--- config.mk ---
export PLATFORM = sky130hd
export DESIGN_NAME = register_bank
export DESIGN_NICKNAME = d
export VERILOG_FILES = /design/src/rtl/register_bank.sv
export SDC_FILE = /design/constraint.sdc
export NUM_CORES = 2
export LEC_CHECK = 0
export ABC_CLOCK_PERIOD_IN_PS = 5400
export BUFFER_PORTS_ARGS = -buffer_cell sky130_fd_sc_hd__buf_2
export CORE_ASPECT_RATIO = 0.6
export CORE_MARGIN = 10
export CORE_UTILIZATION = 41
export DETAILED_ROUTE_END_ITERATION = 7
export PLACE_DENSITY_LB_ADDON = 0.08
export SLEW_MARGIN = 20
export SYNTH_ARGS = -nofsm -noshare
export SYNTH_HDL_FRONTEND = slang
export SYNTH_SLANG_ARGS = --single-unit
--- constraint.sdc ---
create_clock -name clk -period 5.4 [get_ports clk]
set_input_delay 1.08 -clock clk [delete_from_list [all_inputs] [get_ports clk]]
set_output_delay 1.08 -clock clk [all_outputs]
set_load 0.01 [all_outputs]
--- src/rtl/register_bank.sv ---
// register_bank: multi-port register file with a per-entry busy scoreboard and a sequenced post-reset clear.
// Define REGISTER_BANK_BYPASS_EN to forward same-cycle write data (and a cleared busy) to matching reads.
module register_bank #(
    parameter int unsigned XLEN   = 32,
    parameter int unsigned DEPTH  = 32,
    parameter int unsigned RPORTS = 2,
    parameter int unsigned WPORTS = 2,
    localparam int unsigned AW    = $clog2(DEPTH)
) (
    input  logic                     clk,
    input  logic                     rst,
    output logic                     ready,
    input  logic [RPORTS-1:0]        rden,
    input  logic [RPORTS*AW-1:0]     raddr,
    output logic [RPORTS*XLEN-1:0]   rdata,
    output logic [RPORTS-1:0]        rbusy,
    input  logic [WPORTS-1:0]        wren,
    input  logic [WPORTS*AW-1:0]     waddr,
    input  logic [WPORTS*XLEN-1:0]   wdata,
    input  logic                     iss_en,
    input  logic [AW-1:0]            iss_addr
);

    typedef enum logic [1:0] {INIT, CLEAR, RUN} state_t;

    state_t          state;
    logic [AW-1:0]   cnt;
    logic [XLEN-1:0] mem [DEPTH];
    logic [DEPTH-1:0] busy;

    logic [AW-1:0]   wa [WPORTS];
    logic [XLEN-1:0] wd [WPORTS];
    logic [AW-1:0]   ra [RPORTS];

    always_comb begin
        for (int unsigned w = 0; w < WPORTS; w++) begin
            wa[w] = waddr[w*AW +: AW];
            wd[w] = wdata[w*XLEN +: XLEN];
        end
        for (int unsigned p = 0; p < RPORTS; p++) begin
            ra[p] = raddr[p*AW +: AW];
        end
    end

    // Control, ready flag and scoreboard; issue is applied after write-clears so set wins.
    always_ff @(posedge clk) begin
        if (!rst) begin
            state <= INIT;
            cnt   <= '0;
            busy  <= '0;
            ready <= 1'b0;
        end else begin
            case (state)
                INIT: begin
                    state <= CLEAR;
                    cnt   <= '0;
                end
                CLEAR: begin
                    cnt <= cnt + 1'b1;
                    if (cnt == AW'(DEPTH - 1)) begin
                        state <= RUN;
                        ready <= 1'b1;
                    end
                end
                RUN: begin
                    for (int unsigned w = 0; w < WPORTS; w++) begin
                        if (wren[w] && wa[w] != '0) begin
                            busy[wa[w]] <= 1'b0;
                        end
                    end
                    if (iss_en && iss_addr != '0) begin
                        busy[iss_addr] <= 1'b1;
                    end
                end
                default: begin
                    state <= INIT;
                    ready <= 1'b0;
                end
            endcase
        end
    end

    // Storage; later write ports override earlier ones on an address collision.
    always_ff @(posedge clk) begin
        if (rst && state == CLEAR) begin
            mem[cnt] <= '0;
        end else if (rst && state == RUN) begin
            for (int unsigned w = 0; w < WPORTS; w++) begin
                if (wren[w] && wa[w] != '0) begin
                    mem[wa[w]] <= wd[w];
                end
            end
        end
    end

    always_comb begin
        rdata = '0;
        rbusy = '0;
        for (int unsigned p = 0; p < RPORTS; p++) begin
            if (state == RUN && rden[p] && ra[p] != '0) begin
                rdata[p*XLEN +: XLEN] = mem[ra[p]];
                rbusy[p]              = busy[ra[p]];
`ifdef REGISTER_BANK_BYPASS_EN
                for (int unsigned w = 0; w < WPORTS; w++) begin
                    if (wren[w] && wa[w] == ra[p]) begin
                        rdata[p*XLEN +: XLEN] = wd[w];
                        rbusy[p]              = 1'b0;
                    end
                end
`endif
            end
        end
    end

endmodule

==> impl_metrics.csv <==
group,metric,value,unit
floorplan,initial_core_util,0.412,
clock_tree,cts_hold_buf,0,
routing,drc,0,
timing,maxSlewViolCount,0,
clock_tree,cts_made_buffers,109,
logic_synthesis,avgSynthCellArea,11.1,µm²
floorplan,die_width,525,µm
logic_synthesis,yosysTopAreaCellShare,0.489,
pwr,vdd_drop_max,0.241,mV
worst_hold_path,hp-start,"busy[24]$_SDFFE_PN0N_",
worst_hold_path,hold_class,"flop to flop",
logic_synthesis,yosys_warnings,0,
timing,setup_ws,0.0843,ns
grt,grt_pass1_wl,426000,µm
cells_and_area,regArea,31600,µm²
cells_and_area,nets,5681,
grt,grt_use_total,0.360,
setup_path,rr_startpoint,"state[0]$_SDFFE_PN0P_",
routing,routedWlPerCell,41.0,µm
run_status,outcome,"completed",
pwr,clockPowerShare,0.423,
setup_path,cp-end-kind,"output pin",
logic_synthesis,synthCells,5684,
setup_path,reg2reg_setup_slack,1.44,ns
grt,grt_start_max_net_pins,65,
clock_tree,cts_tree,"done",
cells_and_area,multi_input_area,28900,µm²
pwr,p_seq_frac,0.501,
logic_synthesis,synth_ff_type,"edfxtp_1",
pwr,power.density,254,nW/µm²
logic_synthesis,synth_area,62800,µm²
timing,hold_viol,0,
cells_and_area,fillers,13891,
cells_and_area,fin_cells,7721,
logic_synthesis,synth_edf_count,1024,
timing,clock.fmax,188,MHz
logic_synthesis,ys_top_cells_by_count,"nand2_1, edfxtp_1, o21ai_0",
setup_path,worst_ep_arrival_time,4.24,ns
timing,setup_viol_count_final,0,
setup_path,crit_family,"simple AND/OR/NAND/NOR gates",
setup_path,critPathKind,"flop to output pin",
placement,detailedPlace.worstSlack,0.548,ns
setup_path,required,4.32,ns
timing,post-route-min-period,5.32,ns
logic_synthesis,synth.distinct_cells,75,
grt,antenna_found_initial,35,
logic_synthesis,synth_nets,5782,
pwr,power.internal,13300,µW
placement,dp_hpwl,191000,µm
timing,slew_headroom,0.177,
routing,routed_via_density,6.87,
setup_path,cp-start-kind,"flop",
routing,dr.pass1.iters,6,
worst_hold_path,holdPathEnd,"busy[24]$_SDFFE_PN0N_",
floorplan,die_h,323,µm
timing,fin_tns_setup,0,ns
setup_path,critical_path.slowest_cell,"and2b_1",
routing,num_vias,53024,
clock_tree,clkLatencyLatePin,0.77,ns
floorplan,dieArea,170000,µm²
setup_path,max_stage_delay,0.74,ns
setup_path,crit_chain,"and2b_1 > and3_2 > buf_4 > a31oi_1 > a32oi_1 > buf_2",
floorplan,fp-row-count,111,
logic_synthesis,ys_ff_latch,1064,
logic_synthesis,synth_most_common_cell,"nand2_1",
pwr,leakage,0.0254,µW
pwr,pwr-share-comb,0.076,
floorplan,core,152000,µm²
clock_tree,h-tree-depth,3,
clock_tree,cts_root_buf,"clkbuf_16",
flow_run,drv_cap,0,
placement,port_buffers,162,
logic_synthesis,synth_area_leaders,"edfxtp_1, mux4_2, o21ai_0",
clock_tree,clk_pin_slew,0.06,ns
timing,finalClockSkew,0.0460,ns
setup_path,worstPathMaxFanout,16,
logic_synthesis,async_flop_share,0,
floorplan,pin_count,163,
setup_path,worst-path-buf-inv,2,
grt,grt_pass1_vias,48745,
placement,place_inst,7504,
timing,timing.final.crit_share,0.984,
pwr,switching_share,0.253,
clock_tree,cts_max_path_buffers,3,
setup_path,worstRegToRegCells,6,
timing,rsz0062_at_grt,"no",
routing,ant_nets,0,
logic_synthesis,ys_seq_area_frac,0.502,
routing,drt_iter0_markers,10012,
setup_path,reg2reg_to,"mem[17][23]$_DFFE_PP_",
timing,tightestPinTransition,1.23,ns
cells_and_area,area_growth_syn_to_layout,11.7,%
pwr,power.switching,4510,µW
clock_tree,clock-sinks,1064,
cells_and_area,layout-drive-gt1-share,0.190,
logic_synthesis,yosysTopAreaCell,"edfxtp_1",
routing,wirelength,316000,µm
worst_hold_path,hold_path_depth,2,
grt,grt-ovfl-total,0,
placement,place_congestion,0.929,
[worst max path at each step]
stage / endpoint / depth (start not counted) / slack [ns] / startpoint
final: rdata[25] / 6 / 0.08 / state[0]$_SDFFE_PN0P_
after global routing: rdata[25] / 6 / 0.13 / state[0]$_SDFFE_PN0P_
after CTS: rdata[39] / 7 / 0.22 / state[0]$_SDFFE_PN0P_
after detailed placement: rdata[61] / 7 / 0.55 / raddr[5]
after global placement: rdata[61] / 7 / 0.54 / raddr[5]
after floorplan: mem[3][0]$_DFFE_PP_ / 6 / 0.22 / rst
[area by class of cell]
class | instances | share of cell area
Sequential cell | 1064 | 0.449
Multi-Input combinational cell | 3935 | 0.412
Timing Repair Buffer | 432 | 0.0526
Clock buffer | 137 | 0.0407
Tap cell | 2034 | 0.0362
Clock inverter | 61 | 0.00665
Inverter | 41 | 0.00219
Antenna cell | 17 | 0.000606
[per-stage QoR]
stage | power (µW) | utilization | hold slack [ns] | cell area [µm²]
after CTS | 17800 | 0.460 | 0.486 | 70100
after detailed placement | 10400 | 0.438 | 0.478 | 66800
after floorplan | 9880 | - | 0.447 | 62800
after global placement | 10400 | 0.438 | 0.477 | 66800
final | 17800 | 0.460 | 0.488 | 70200
after global routing | 18200 | 0.460 | 0.511 | 70200
[logic make-up (layout without fill, tap and decap cells)]
family          count (synthesis)  in the layout  share of synthesized area
simple gates                 1583           1583                      0.109
buf+inv                       685            671                     0.0500
fa+ha+maj                       2              2                   0.000398
compound gates               1478           1478                      0.134
flops                        1064           1064                      0.502
mux                           872            872                      0.204
other cells                     0             17                          0
[what timing repair did]
action | 4_1_cts | 5_1_grt
setup buffers | 0 | 0
resized for setup | 0 | 1
setup endpoints to repair | 0 | 1
endpoints found under the hold margin | 0 | 0
[cell usage in the layout (no fill, tap or decap), drive strengths merged, types with 64 or more instances in the layout]
cell / count
buf: 432
o21ai: 1023
edfxtp: 1024
clkbuf: 137
a32oi: 64
a22oi: 184
clkinv: 64
nand2b: 74
mux2i: 474
mux4: 318
mux2: 80
nand3: 152
nand2: 1161
a21oi: 82
[power groups by stage]
stage	combinational (µW)	clock [µW]	sequential (µW)
4_1_cts	1300	7530	8930
3_3_place_gp	1300	0	9110
2_1_floorplan	776	0	9100
3_5_place_dp	1300	0	9110
6_report	1360	7540	8930
5_1_grt	1370	7880	8920
[sequential cells by signal (all words and copies together), names as in the netlist]
name,cells
mem,1024
cnt,5
state,2
busy,32
ready,1
[worst register-to-register path, delay by kind of cell (launching register included)]
| family | cells | cell delay (ns) |
|---|---|---|
| AO/OA/AOI/OAI | 3 | 1.27 |
| flip-flops | 1 | 0.62 |
| buffers and inverters | 2 | 0.94 |
| AND/OR/NAND/NOR | 1 | 0.74 |
[layer usage]
metal / up-vias / part of all wire / global-route usage
met5: - / 0.00018 / 0
met3: 746 / 0.16 / 0.133
met2: 4707 / 0.40 / 0.490
li1: 21179 / - / -
met4: 10 / 0.048 / 0.155
met1: 26382 / 0.40 / 0.511
Note: power is estimated with default switching activity, not from simulation.
